[src/rtl/spi_master_pkg.sv]
// Shared SPI master definitions: mode encodings and FSM states.
// Modes are encoded as {CPOL, CPHA}.
package spi_master_pkg;

  localparam logic [1:0] SPI_MODE0 = 2'b00;
  localparam logic [1:0] SPI_MODE1 = 2'b01;
  localparam logic [1:0] SPI_MODE2 = 2'b10;
  localparam logic [1:0] SPI_MODE3 = 2'b11;

  typedef enum logic [1:0] {
    ST_IDLE   = 2'd0,
    ST_ACTIVE = 2'd1,
    ST_HOLD   = 2'd2
  } state_e;

endpackage

[src/rtl/spi_master_div.sv]
// Modulo-MOD counter used as the SCLK half-period divider.
// sync_ovf marks the enabled cycle at which the count wraps.
module spi_master_div #(
  parameter int MOD = 2
) (
  input  logic clk,
  input  logic rst,
  input  logic cen,
  input  logic clr,
  output logic sync_ovf
);

  localparam int W = (MOD > 1) ? $clog2(MOD) : 1;
  localparam logic [W-1:0] LAST = W'(MOD - 1);

  logic [W-1:0] cnt_q;
  logic [W-1:0] cnt_d;

  always_comb begin
    cnt_d    = cnt_q;
    sync_ovf = 1'b0;
    if (clr) begin
      cnt_d = '0;
    end else if (cen) begin
      if (cnt_q == LAST) begin
        cnt_d    = '0;
        sync_ovf = 1'b1;
      end else begin
        cnt_d = cnt_q + W'(1);
      end
    end
  end

  always_ff @(posedge clk) begin
    if (rst) begin
      cnt_q <= '0;
    end else begin
      cnt_q <= cnt_d;
    end
  end

endmodule

[src/rtl/spi_master.sv]
// Single-byte SPI initiator, all four CPOL/CPHA modes, MSb first.
// One frame per accepted start; rx_data updates with the done pulse.
module spi_master
  import spi_master_pkg::*;
#(
  parameter int F_CLK = 100_000_000,
  parameter int F_SPI = 1_000_000,
  parameter bit CPOL  = 1'b0,
  parameter bit CPHA  = 1'b0
) (
  input  logic       clk,
  input  logic       rst,
  input  logic       start,
  input  logic [7:0] tx_data,
  output logic       busy,
  output logic       done,
  output logic [7:0] rx_data,
  output logic       sclk,
  output logic       mosi,
  input  logic       miso,
  output logic       cs
);

  localparam int HALF = F_CLK / (2 * F_SPI);
  localparam logic [1:0] MODE = {CPOL, CPHA};
  localparam bit SAMPLE_LEAD =
    (MODE == SPI_MODE0) || (MODE == SPI_MODE2);
  localparam bit SHIFT_LEAD =
    (MODE == SPI_MODE1) || (MODE == SPI_MODE3);

  if (HALF < 2) begin : g_half_chk
    $error("spi_master: HALF must be >= 2");
  end

  state_e      state_q, state_d;
  logic        sclk_q, sclk_d;
  logic        cs_q, cs_d;
  logic        mosi_q, mosi_d;
  logic        busy_q, busy_d;
  logic        done_q, done_d;
  logic [7:0]  rx_data_q, rx_data_d;
  logic [7:0]  tx_sh_q, tx_sh_d;
  logic [7:0]  rx_sh_q, rx_sh_d;
  logic [3:0]  ec_q, ec_d;
  logic        tick;
  logic        accept;
  logic        lead;
  logic        sample_e;
  logic        shift_e;

  assign accept = (state_q == ST_IDLE) && start;

  spi_master_div #(
    .MOD(HALF)
  ) u_div (
    .clk      (clk),
    .rst      (rst),
    .cen      (busy_q),
    .clr      (accept),
    .sync_ovf (tick)
  );

  // Even edge count before a tick means the coming edge is odd (leading).
  assign lead     = ~ec_q[0];
  assign sample_e = (lead == SAMPLE_LEAD);
  assign shift_e  = (lead == SHIFT_LEAD) && (ec_q != 4'd15);

  always_comb begin
    state_d   = state_q;
    sclk_d    = sclk_q;
    cs_d      = cs_q;
    mosi_d    = mosi_q;
    busy_d    = busy_q;
    done_d    = 1'b0;
    rx_data_d = rx_data_q;
    tx_sh_d   = tx_sh_q;
    rx_sh_d   = rx_sh_q;
    ec_d      = ec_q;
    unique case (state_q)
      ST_IDLE: begin
        if (accept) begin
          tx_sh_d = tx_data;
          mosi_d  = tx_data[7];
          cs_d    = 1'b0;
          busy_d  = 1'b1;
          ec_d    = 4'd0;
          state_d = ST_ACTIVE;
        end
      end
      ST_ACTIVE: begin
        if (tick) begin
          sclk_d = ~sclk_q;
          ec_d   = ec_q + 4'd1;
          if (sample_e) begin
            rx_sh_d = {rx_sh_q[6:0], miso};
          end
          if (shift_e) begin
            // First leading edge in CPHA=1 re-drives bit 7.
            if (SHIFT_LEAD && (ec_q == 4'd0)) begin
              mosi_d = tx_sh_q[7];
            end else begin
              mosi_d  = tx_sh_q[6];
              tx_sh_d = {tx_sh_q[6:0], 1'b0};
            end
          end
          if (ec_q == 4'd15) begin
            state_d = ST_HOLD;
          end
        end
      end
      ST_HOLD: begin
        if (tick) begin
          cs_d      = 1'b1;
          done_d    = 1'b1;
          busy_d    = 1'b0;
          rx_data_d = rx_sh_q;
          state_d   = ST_IDLE;
        end
      end
      default: begin
        state_d = ST_IDLE;
      end
    endcase
  end

  always_ff @(posedge clk) begin
    if (rst) begin
      state_q   <= ST_IDLE;
      sclk_q    <= CPOL;
      cs_q      <= 1'b1;
      mosi_q    <= 1'b0;
      busy_q    <= 1'b0;
      done_q    <= 1'b0;
      rx_data_q <= 8'h00;
      tx_sh_q   <= 8'h00;
      rx_sh_q   <= 8'h00;
      ec_q      <= 4'd0;
    end else begin
      state_q   <= state_d;
      sclk_q    <= sclk_d;
      cs_q      <= cs_d;
      mosi_q    <= mosi_d;
      busy_q    <= busy_d;
      done_q    <= done_d;
      rx_data_q <= rx_data_d;
      tx_sh_q   <= tx_sh_d;
      rx_sh_q   <= rx_sh_d;
      ec_q      <= ec_d;
    end
  end

  assign sclk    = sclk_q;
  assign cs      = cs_q;
  assign mosi    = mosi_q;
  assign busy    = busy_q;
  assign done    = done_q;
  assign rx_data = rx_data_q;

endmodule

[config.mk]
export PLATFORM = sky130hd
export DESIGN_NAME = spi_master
export DESIGN_NICKNAME = d
export VERILOG_FILES = /design/src/rtl/spi_master_pkg.sv /design/src/rtl/spi_master_div.sv /design/src/rtl/spi_master.sv
export SDC_FILE = /design/constraint.sdc
export NUM_CORES = 1
export LEC_CHECK = 0
export BUFFER_PORTS_ARGS = -buffer_cell sky130_fd_sc_hd__buf_2
export CAP_MARGIN = 40
export CELL_PAD_IN_SITES_DETAIL_PLACEMENT = 1
export CELL_PAD_IN_SITES_GLOBAL_PLACEMENT = 1
export CORE_ASPECT_RATIO = 2
export CORE_UTILIZATION = 43
export DETAILED_ROUTE_END_ITERATION = 8
export MAX_ROUTING_LAYER = met4
export PLACE_DENSITY_LB_ADDON = 0.15
export SLEW_MARGIN = 20
export SYNTH_ARGS = -nofsm -noshare
export SYNTH_HDL_FRONTEND = slang
export SYNTH_SLANG_ARGS = --single-unit
[constraint.sdc]
create_clock -name clk -period 2.36 [get_ports clk]
set_input_delay 0 -clock clk [delete_from_list [all_inputs] [get_ports clk]]
set_output_delay 0 -clock clk [all_outputs]
set_load 0.01 [all_outputs]
== Word level (Yosys, flattened, before mapping) ==
Index checks and enable logic that the tools add are counted.
Widths: inputs -> output; s select.

* Add/subtract/negate cells: 2
* Equal/unequal tests: 10
* Mux-type cells: 27
* Bitwise operators: 3
* Reductions and logical operators: 14

{| class="wikitable"
|+ Operator list
! kind !! count
|-
| $mux 7 || 3
|-
| $pmux 7 s2 || 1
|-
| $mux 1 || 11
|-
| $ne 2x2->1 const B || 5
|-
| $reduce_and 3->1 || 3
|-
| $mux 2 || 4
|-
| $mux 4 || 2
|-
| $pmux 4 s2 || 1
|-
| $reduce_and 4->1 || 2
|-
| $add 6x1->6 const B || 1
|-
| $eq 6x6->1 const B || 1
|-
| $mux 6 || 1
|-
| $pmux 1 s2 || 3
|-
| $pmux 2 s3 || 1
|-
| $add 4x1->4 const B || 1
|-
| $eq 4x4->1 const B || 1
|-
| $ne 4x4->1 const B || 1
|-
| $reduce_and 2->1 || 2
|-
| $reduce_bool 2->1 || 2
|-
| $reduce_or 2->1 || 2
|-
| $not 1->1 || 3
|-
| $eq 2x1->1 const B || 1
|-
| $eq 2x2->1 const B || 1
|-
| $logic_and 1x1->1 || 2
|-
| $logic_not 2->1 || 1
|}

* Register bits: 40
* Output and inout port bits: 13
* Logic and storage cells: 67

== Depth between registers and ports, before layout ==
Gate-level depths: netlist of run 1.

* Depth in word-level cells: 6
* Depth in mapped cells: 8
* Mapped depth without buffers: 6

== By module ==
A second synthesis of run 1 with hierarchy kept.

* Cells, all modules: 168
* Area total of the unflattened synthesis: 1755.4 sq um

{| class="wikitable"
|+ Modules (own cells, without submodules)
! module !! times used !! cells an instance !! area each (sq um)
|-
| spi_master || 1 || 137 || 1470.2
|-
| spi_master_div || 1 || 31 || 285.3
|}

== Worst setup path before layout of run 1 ==
OpenSTA, ideal clock, no wires.

* Path kind: reg2reg
* Start point: register busy_q (netlist: busy)
* End point: register tx_sh_q[1]
* Arrival time: 1.742 ns
* Slack: 0.503 ns
* Stages on the path, launching flop included: 8
* Cells stage by stage: dfxtp_1 buf_4 nand4b_1 or4b_4 buf_6 and2_4 buf_6 a31o_1

* Word-level cells in the longest chain between the ends: 4

{| class="wikitable"
|+ RTL lines
! element !! line !! source
|-
| start: declaration || spi_master.sv:39 || <nowiki>logic busy_q, busy_d;</nowiki>
|-
| start signal: assignment || spi_master.sv:143 || <nowiki>busy_q <= busy_d;</nowiki>
|-
| $mux 1 || spi_master_div.sv:24 || <nowiki>end else if (cen) begin</nowiki>
|-
| $mux 1 || spi_master_div.sv:22 || <nowiki>if (clr) begin</nowiki>
|-
| $ne 2x2->1 (no line) || -- ||
|-
| $reduce_and 4->1 (no line) || -- ||
|-
| end signal: assignment || spi_master.sv:146 || <nowiki>tx_sh_q <= tx_sh_d;</nowiki>
|-
| end: declaration || spi_master.sv:42 || <nowiki>logic [7:0] tx_sh_q, tx_sh_d;</nowiki>
|}

No other way between the ends.
A chain may end at the register's enable or synchronous reset.

== Final worst setup path of run 1 ==
* Start point: register u_div.cnt_q[0]
* End point: register ec_q[3]

* Word-level cells in the longest chain between the ends: 6

{| class="wikitable"
|+ RTL lines
! element !! line !! source
|-
| start: declaration || spi_master_div.sv:16 || <nowiki>logic [W-1:0] cnt_q;</nowiki>
|-
| start signal: assignment || spi_master_div.sv:38 || <nowiki>cnt_q <= cnt_d;</nowiki>
|-
| $eq 6x6->1 || spi_master_div.sv:25 || <nowiki>if (cnt_q == LAST) begin</nowiki>
|-
| $mux 1 || spi_master_div.sv:25 ||
|-
| $mux 1 || spi_master_div.sv:24 ||
|-
| $mux 1 || spi_master_div.sv:22 ||
|-
| $ne 2x2->1 (no line) || -- ||
|-
| $reduce_and 3->1 (no line) || -- ||
|-
| end signal: assignment || spi_master.sv:137 || <nowiki>ec_q <= 4'd0;</nowiki>
|-
| end signal: assignment || spi_master.sv:148 || <nowiki>ec_q <= ec_d;</nowiki>
|-
| end: declaration || spi_master.sv:44 || <nowiki>logic [3:0] ec_q, ec_d;</nowiki>
|}

No other way between the ends.

==> flow_summary.toml, run 1 <==
[hold_path]
hold_class = "in2reg"
hp-start = "start"
hold-path-endpoint = "state_q[0]"
hold_depth = 3

[power]
p_clk_share_pct = 38.1
power.share.switching_pct = 22.62
power_uw = 1270
leakage_uw = 0.0009041
power_frac_seq_pct = 55.2
internal-power_uw = 982.6
power.density_mw_per_mm2 = 643.9
power.switching_uw = 287.2
ir_drop_uv = 493.2
comb_power_share_pct = 6.7

[sta]
setup_tns_ps = 0
period_share_pct = 79.89
setup_viol = 0
rsz0062_at_grt = "no"
final-max-slew-violation-count = 0
finalWorstSetupSlack_ps = 474.6
clock.fmax_mhz = 530.4
slew_headroom_pct = 53.82
hold_ws_ps = 26.17
finalHoldViolCount = 0
period_needed_ps = 1885
finalClockSkew_ps = 5.254
worst_slew_pin_slew_ps = 692.6

[die]
core-area_mm2 = 0.003844
die_y_um = 91.91
start_util_pct = 45.21
design.die.area_mm2 = 0.004315
row_count = 32
io_pins = 25
die-width_um = 46.96

[final_layout]
fill_cells = 463
drive_above_1_share_pct = 21.61
final_nets = 214
fin_cells = 250
area_delta_synth_final_pct = 13.46
diodes = 0

[clock_tree]
htreeDepth = 2
hold_buffers = 1
cts_inserted_buffers = 5
post_cts_buffers = 0
post_cts_resized = 0
clk_latency_ps = 290
clk_pin_slew_worst_paths_ps = 70
clk_path_buf_depth = 2
root_buffer = "clkbuf_8"
cts_num_sinks = 40
cts_tree = "built"

[global_routing]
grt_pass1_vias = 1445
grt_usage_pct = 21.71
antenna_found_initial = 0
grt_pass1_wl_mm = 6.568
grt_max_degree = 37
grt-ovfl-total = 0

[place]
place_congestion = 0.8056
post-place-ws_ps = 485.3
place_inst = 242
hpwl_mm = 2.937
numPortBuffers = 24

[detailed_routing]
drc = 0
wl_mm = 3.924
drtPass1Iterations = 4
wl_per_cell_um = 15.70
drt_iter0_drc = 17
vias_per_cell = 5.396
vias = 1349
postRouteAntennaNets = 0

[logic_synthesis]
synthFlopType = "dfxtp_1"
yosys_warnings = 0
synth-seq-cells = 40
ys_seq_area_share_pct = 46.08
synth_mux_area_share_pct = 14.40
synth_fp_nets = 193
netlist_area_mm2 = 0.001738
synth.distinct_cells = 34
synth_compound_area_share_pct = 10.30
synth_xor_area_share_pct = 2.016
avgSynthCellArea_um2 = 9.764
syn-instance-count = 178
synthAdderAreaFrac_pct = 2.160
yosys.area_share.simple_pct = 20.30
yosys-top-cells-area = "dfxtp_1, mux2i_1, nor2_1"
ys_async_sr_fraction_pct = 0
synth_top_family_by_area = "simple AND/OR/NAND/NOR gates"
synth_top_area_share_pct = 46.08
yosys.area.top_type = "dfxtp_1"
synth-edff-count = 0

[critical_path]
crit_fanout = 6
required_ps = 2570
r2r_slack_ps = 470
cpPeakStageDelay_ps = 410
regToRegStartpoint = "u_div.cnt_q[0]"
path_cells = "ha_1 > and4bb_2 > nand3_1 > or3_1 > a211oi_1"
cp-end-kind = "flop"
cp_slowest_cell = "dfxtp_1"
cp.arrival_ps = 2090
r2r_cells = 5
reg2reg_to = "ec_q[3]"
critPathTopFamily = "simple AND/OR/NAND/NOR gates"
path_class = "reg2reg"
cp_num_buf_inv = 0
cp-start-kind = "flop"

[status]
status = "complete, no violations"

[job]
maxCapViolCount = 0
## synth_stat cells, types with 3 or more instances
cell type,instances
nand4_1,10
o31ai_2,6
inv_1,3
mux2i_1,25
nor2_1,28
xor2_1,3
dfxtp_1,40
buf_2,3
a21oi_1,9
nand3_1,7
nor3_1,3
ha_1,3
nand2_1,6
clkbuf_1,7
## stage by stage
stage          util (%)  cell area [um^2]
6_report          51.30              1972
4_1_cts           51.30              1972
5_1_grt           51.30              1972
3_5_place_dp      48.54              1866
2_1_floorplan         -              1738
3_3_place_gp      48.54              1866
## power by group through the flow
stage / Combinational (uW) / Sequential [uW] / Clock, uW
5_1_grt: 92.6 / 703 / 524
6_report: 84.6 / 701 / 484
3_5_place_dp: 84.1 / 717 / 0
3_3_place_gp: 81.2 / 715 / 0
2_1_floorplan: 64.5 / 713 / 0
4_1_cts: 85.9 / 701 / 502
## worst max path at each step
stage                         from          to  cells past startpoint
global placement              busy  tx_sh_q[0]                      4
detailed placement  u_div.cnt_q[0]     ec_q[3]                      5
finish              u_div.cnt_q[0]     ec_q[3]                      5
global route                  busy  tx_sh_q[6]                      4
CTS                 u_div.cnt_q[0]     ec_q[3]                      5
floorplan                     busy  tx_sh_q[1]                      7
## worst reg2reg max path, delay by kind of cell, from the launching register on
family | cells | cell delay, ps
and+or+nand+nor | 3 | 940
AOI/OAI and AO/OA | 1 | 250
adders and majority gates | 1 | 190
DFF | 1 | 410
## area by class of cell
type | instances | area (um^2) | area share [%]
repair buffers | 27 | 145.1 | 7.360
inverters | 3 | 11.26 | 0.5711
multi-input cells | 122 | 854.6 | 43.34
flip-flops and latches | 40 | 800.8 | 40.61
clock buffers | 7 | 96.34 | 4.886
well taps | 51 | 63.81 | 3.236
## placed cells by master, fill, tap and decap left out, drive strengths merged
master and count:
xor2 3, and4 1, nand3 7, nand4bb 1, a31o 2, a21oi 9, or2 1, ha 3
o21ai 2, and3b 1, nand4b 1, dlygate4sd3 1, o31ai 6, or3 2, and2 2, nor3 3
a211oi 2, nor2 28, buf 26, or2b 1, nand2 6, clkbuf 7, dfxtp 40, nand4 10
and4bb 1, inv 3, and2b 1, a22oi 1, or4b 1, mux2i 25, a2111oi 1, xnor2 1
## logic make-up after synthesis
kind of cell / after synthesis
AOI/OAI and AO/OA: 23
xor gates and xnor gates: 4
adders and majority gates: 3
buffers and inverters: 16
DFF: 40
muxes: 25
and+or+nand+nor: 67
## state kept, by name (all words and copies together), names as in the netlist
register / flops
busy: 1
tx_sh_q: 7
state_q: 2
rx_sh_q: 8
done: 1
ec_q: 4
sclk: 1
mosi: 1
rx_data: 8
u_div.cnt_q: 6
cs: 1
## per-layer routing
| metal | track usage, % | part of all wire (%) | up-vias |
|---|---|---|---|
| met1 | 19.85 | 35 | 654 |
| met5 | - | 0 | - |
| li1 | - | - | 671 |
| met2 | 40.16 | 61 | 19 |
| met4 | 7.857 | 1.7 | 0 |
| met3 | 4.724 | 2.7 | 5 |
(Power assumes the default switching activity.)
==> run 2, diff against run 1 <==
--- a/config.mk
+++ b/config.mk
@@ -10,7 +10,7 @@
 export CELL_PAD_IN_SITES_DETAIL_PLACEMENT = 1
 export CELL_PAD_IN_SITES_GLOBAL_PLACEMENT = 1
 export CORE_ASPECT_RATIO = 2
-export CORE_UTILIZATION = 43
+export CORE_UTILIZATION = 39
 export DETAILED_ROUTE_END_ITERATION = 8
 export MAX_ROUTING_LAYER = met4
 export PLACE_DENSITY_LB_ADDON = 0.15
==> constraint.sdc (replaced) <==
create_clock -name clk -period 1.7 [get_ports clk]
set_input_delay 0 -clock clk [delete_from_list [all_inputs] [get_ports clk]]
set_output_delay 0 -clock clk [all_outputs]
set_load 0.01 [all_outputs]
==> run 2 against run 1 <==
Compared with the run above:
- the run now ends with negative setup slack left
- largest power group unchanged
- fmax grew 9.4%
- register-to-register slack lost 500 ps
- largest cell class unchanged
- clock power grew 16%
==> flow_summary.toml, run 2 (synthesized netlist as in run 1, its figures left out) <==
[detailed_routing]
wl_mm = 4.256
vias_per_cell = 5.342
wl_per_cell_um = 15.82
vias = 1437
postRouteAntennaNets = 0
drt_iter0_drc = 9
drtPass1Iterations = 4
drc = 0

[die]
core-area_mm2 = 0.004297
die-width_um = 49.20
die_y_um = 96.41
io_pins = 25
row_count = 34
start_util_pct = 40.45
design.die.area_mm2 = 0.004743

[power]
power.density_mw_per_mm2 = 782.0
leakage_uw = 0.0009868
ir_drop_uv = 723.6

[global_routing]
grt-ovfl-total = 0
grt_max_degree = 27
grt_usage_pct = 19.37
grt_pass1_vias = 1547
antenna_found_initial = 0
grt_pass1_wl_mm = 6.803

[sta]
finalHoldViolCount = 0
rsz0062_at_grt = "yes"
final-max-slew-violation-count = 0
finalClockSkew_ps = 7.519
worst_slew_pin_slew_ps = 390.3
slew_headroom_pct = 73.97
setup_viol = 3
period_needed_ps = 1724
hold_ws_ps = 22.21
period_share_pct = 101.4
finalWorstSetupSlack_ps = -23.91
clock.fmax_mhz = 580.1

[clock_tree]
cts_inserted_buffers = 5
cts_tree = "built"
clk_path_buf_depth = 2
clk_pin_slew_worst_paths_ps = 70
clk_latency_ps = 280
htreeDepth = 2
cts_num_sinks = 40
root_buffer = "clkbuf_8"

[final_layout]
final_common_cell = "dfxtp_1"
drive_above_1_share_pct = 31.16
design_area_mm2 = 0.002148
area_delta_synth_final_pct = 23.61
final_nets = 232
fin_util_pct = 50.00
final_cell_mix = "dfxtp_1, nor2_1, mux2i_1, buf_2, buf_4"
diodes = 0

[job]
maxCapViolCount = 0

[hold_path]
hold_class = "in2reg"
hp-start = "start"
hold_depth = 3
hold-path-endpoint = "state_q[0]"

[place]
hpwl_mm = 3.226
numPortBuffers = 24
dpl_cell_area_mm2 = 0.002004
place_congestion = 0.8067

[critical_path]
cp_slowest_cell = "or4b_4"
cp_num_buf_inv = 1
path_class = "reg2reg"
critPathTopFamily = "simple AND/OR/NAND/NOR gates"
cp.arrival_ps = 1900
cp-start-kind = "flop"
cpPeakStageDelay_ps = 580
reg2reg_to = "tx_sh_q[0]"
r2r_cells = 6
path_cells = "inv_2 > ha_4 > nand4b_1 > or4b_4 > and2_4 > a31o_1"
r2r_slack_ps = -20
crit_fanout = 8
cp-end-kind = "flop"
regToRegStartpoint = "u_div.cnt_q[1]"
required_ps = 1870

[status]
violations = "negative setup slack"
status = "complete, but fails checks"
==> run 2: cell count changes in the layout (fill, tap and decap cells not counted), sizes merged <==
cell / before / now
buf: 26 / 44
clkbuf: 7 / 5
==> run 2: cell type report <==
| class | instances | area, um^2 |
|---|---|---|
| clock buffer | 5 | 68.82 |
| fill | 500 | 2148 |
| inverter | 3 | 11.26 |
| multi-input combinational | 122 | 899.6 |
| sequential | 40 | 804.5 |
| tap | 54 | 67.56 |
| timing repair buffer | 45 | 296.5 |
==> run 2: worst reg2reg max path, cell delays in order (launching register included) <==
cell      delay [ps]
dfxtp_2          320
inv_2             70
ha_4             120
nand4b_1         120
or4b_4           580
and2_4           230
a31o_1           190
==> run 2: timing repair <==
action,in CTS,in global routing
setup endpoints to repair,8,20
gates resized for setup,1,10
setup buffers,2,0
hold buffers,1,0
hold endpoints to repair,1,0
pin swaps,0,10
==> run 2: stage by stage <==
step	worst slack, ps	std cells	total power, uW	TNS [ps]
2_1_floorplan	-107.1	178	1082	-586.0
3_3_place_gp	27.59	261	1123	0
3_5_place_dp	-27.56	261	1131	-112.1
4_1_cts	-9.563	269	1688	-24.74
5_1_grt	-83.23	269	1759	-521.3
6_report	-23.91	269	1680	-51.47
==> run 2: worst max path at each step <==
stage	to	slack (ps)	startpoint	cells after the start
floorplan	tx_sh_q[1]	-110	u_div.cnt_q[1]	8
global placement	tx_sh_q[1]	30	ec_q[0]	5
detailed placement	tx_sh_q[5]	-30	ec_q[0]	5
CTS	tx_sh_q[3]	-10	u_div.cnt_q[1]	6
global route	tx_sh_q[0]	-80	u_div.cnt_q[1]	6
finish	tx_sh_q[0]	-20	u_div.cnt_q[1]	6
==> run 2: layer usage <==
metal / vias up / GRT usage (%) / routed length [um]
met1: 705 / 17.00 / 1608
met2: 22 / 39.73 / 2470
met5: - / - / 0
met4: 0 / 8.088 / 93
met3: 6 / 2.504 / 84
li1: 704 / - / -
==> run 2: report_power, final <==
| group | leakage [uW] | total [uW] | switching (uW) | internal [uW] |
|---|---|---|---|---|
| Combinational | 0.000626 | 152 | 88.7 | 63.5 |
| Sequential | 0.000325 | 968 | 11.8 | 957 |
| Clock | 0.0000359 | 560 | 295 | 265 |
| Total | 0.000987 | 1680 | 395 | 1280 |
==> run 3, diff against run 2 <==
--- a/config.mk
+++ b/config.mk
@@ -14,6 +14,7 @@
 export DETAILED_ROUTE_END_ITERATION = 8
 export MAX_ROUTING_LAYER = met4
 export PLACE_DENSITY_LB_ADDON = 0.15
+export RECOVER_POWER = 50
 export SLEW_MARGIN = 20
 export SYNTH_ARGS = -nofsm -noshare
 export SYNTH_HDL_FRONTEND = slang
==> run 3 against run 2 <==
Compared with the run above:
- the run still ends with negative setup slack left
- non-clock buffer count unchanged
- routed wire length about the same
- sequential share of layout area increased by 0.33 points
- first-iteration DRC count decreased by 67%
- highest routed layer unchanged
==> flow_summary.toml, run 3 (synthesized netlist as in run 1, its figures left out) <==
[critical_path]
cp-end-kind = "flop"
r2r_cells = 6
reg2reg_to = "tx_sh_q[0]"
r2r_slack_ps = -20
path_class = "reg2reg"
crit_fanout = 8
cp-start-kind = "flop"
required_ps = 1870
regToRegStartpoint = "u_div.cnt_q[1]"
cp.arrival_ps = 1900

[place]
place_inst = 261
dpl_cell_area_mm2 = 0.002004
hpwl_mm = 3.226
place_congestion = 0.8067
numPortBuffers = 24
post-place-ws_ps = -27.56

[final_layout]
area_delta_synth_final_pct = 22.53
drive_above_1_share_pct = 25.12
final_nets = 232
design_area_mm2 = 0.002130
final_cell_mix = "dfxtp_1, nor2_1, mux2i_1"
diodes = 0
fill_cells = 501
fin_cells = 269
final_common_cell = "dfxtp_1"

[clock_tree]
cts_tree = "built"
clk_latency_ps = 280
clk_pin_slew_worst_paths_ps = 70
htreeDepth = 2
root_buffer = "clkbuf_8"
cts_inserted_buffers = 5
cts_num_sinks = 40
clk_path_buf_depth = 2

[status]
violations = "negative setup slack"
status = "complete, but fails checks"

[hold_path]
hp-start = "start"
hold_class = "in2reg"
hold_depth = 3
hold-path-endpoint = "state_q[0]"

[die]
die-width_um = 49.20
start_util_pct = 40.45
die_y_um = 96.41
design.die.area_mm2 = 0.004743
row_count = 34
io_pins = 25
core-area_mm2 = 0.004297

[sta]
hold_ws_ps = 22.10
worst_slew_pin_slew_ps = 383.6
period_share_pct = 101.3
finalClockSkew_ps = 7.202
setup_viol = 3
slew_headroom_pct = 74.41
rsz0062_at_grt = "yes"
final-max-slew-violation-count = 0
clock.fmax_mhz = 580.6
setup_tns_ps = -50.50
finalHoldViolCount = 0
finalWorstSetupSlack_ps = -22.41
period_needed_ps = 1722

[power]
ir_drop_uv = 719.3
power.density_mw_per_mm2 = 787.4
leakage_uw = 0.0009334

[global_routing]
grt_usage_pct = 19.37
grt_pass1_vias = 1547
grt_pass1_wl_mm = 6.803
grt_max_degree = 27
grt-ovfl-total = 0
antenna_found_initial = 0

[detailed_routing]
drt_iter0_drc = 3
wl_mm = 4.260
postRouteAntennaNets = 0
drc = 0
vias = 1435
vias_per_cell = 5.335
drtPass1Iterations = 4
wl_per_cell_um = 15.84

[job]
maxCapViolCount = 0
==> run 3: layer usage <==
metal / global-route usage [%] / up-vias / wire [um]
li1: - / 702 / -
met1: 17.00 / 702 / 1604
met2: 39.73 / 25 / 2474
met3: 2.504 / 6 / 92
met4: 8.088 / 0 / 89
met5: - / - / 0
==> run 3: cell type report <==
class                   count  area (um^2)  area share, %
flip-flops and latches     40        804.5          37.78
inverters                   3        11.26         0.5288
repair buffers             45        277.8          13.04
clock buffers               5        68.82          3.231
multi-input cells         122        899.6          42.24
well taps                  54        67.56          3.173
==> run 3: how the worst max path moves through the flow <==
stage                               from    endpoint  slack, ps  cells past startpoint
after detailed placement         ec_q[0]  tx_sh_q[5]        -30                      5
after CTS                 u_div.cnt_q[1]  tx_sh_q[3]        -10                      6
after global placement           ec_q[0]  tx_sh_q[1]         30                      5
after global routing      u_div.cnt_q[1]  tx_sh_q[0]        -80                      6
final                     u_div.cnt_q[1]  tx_sh_q[0]        -20                      6
after floorplan           u_div.cnt_q[1]  tx_sh_q[1]       -110                      8
==> run 3: repair_timing <==
| action | CTS | global route |
|---|---|---|
| hold endpoints to repair | 1 | 0 |
| resized for setup | 1 | 10 |
| pin swaps | 0 | 10 |
| buffers inserted | 2 | 0 |
| endpoints found under the setup margin | 8 | 20 |
| hold buffers | 1 | 0 |
==> run 3: worst max-delay path, cell delays in order, from the launching register on <==
cell and delay (ps):
dfxtp_2 320, inv_2 70, ha_4 120, nand4b_1 110
or4b_4 580, and2_4 230, a31o_1 180
==> run 3: power by group <==
part	internal [uW]	switching [uW]
clock network	265	293
logic	62.5	88.4
registers	957	11.9
==> run 3: stage by stage <==
step	util [%]	power (uW)
floorplan	-	1082
global placement	46.65	1123
global route	49.56	1757
finish	49.56	1677
CTS	48.95	1688
detailed placement	46.65	1131
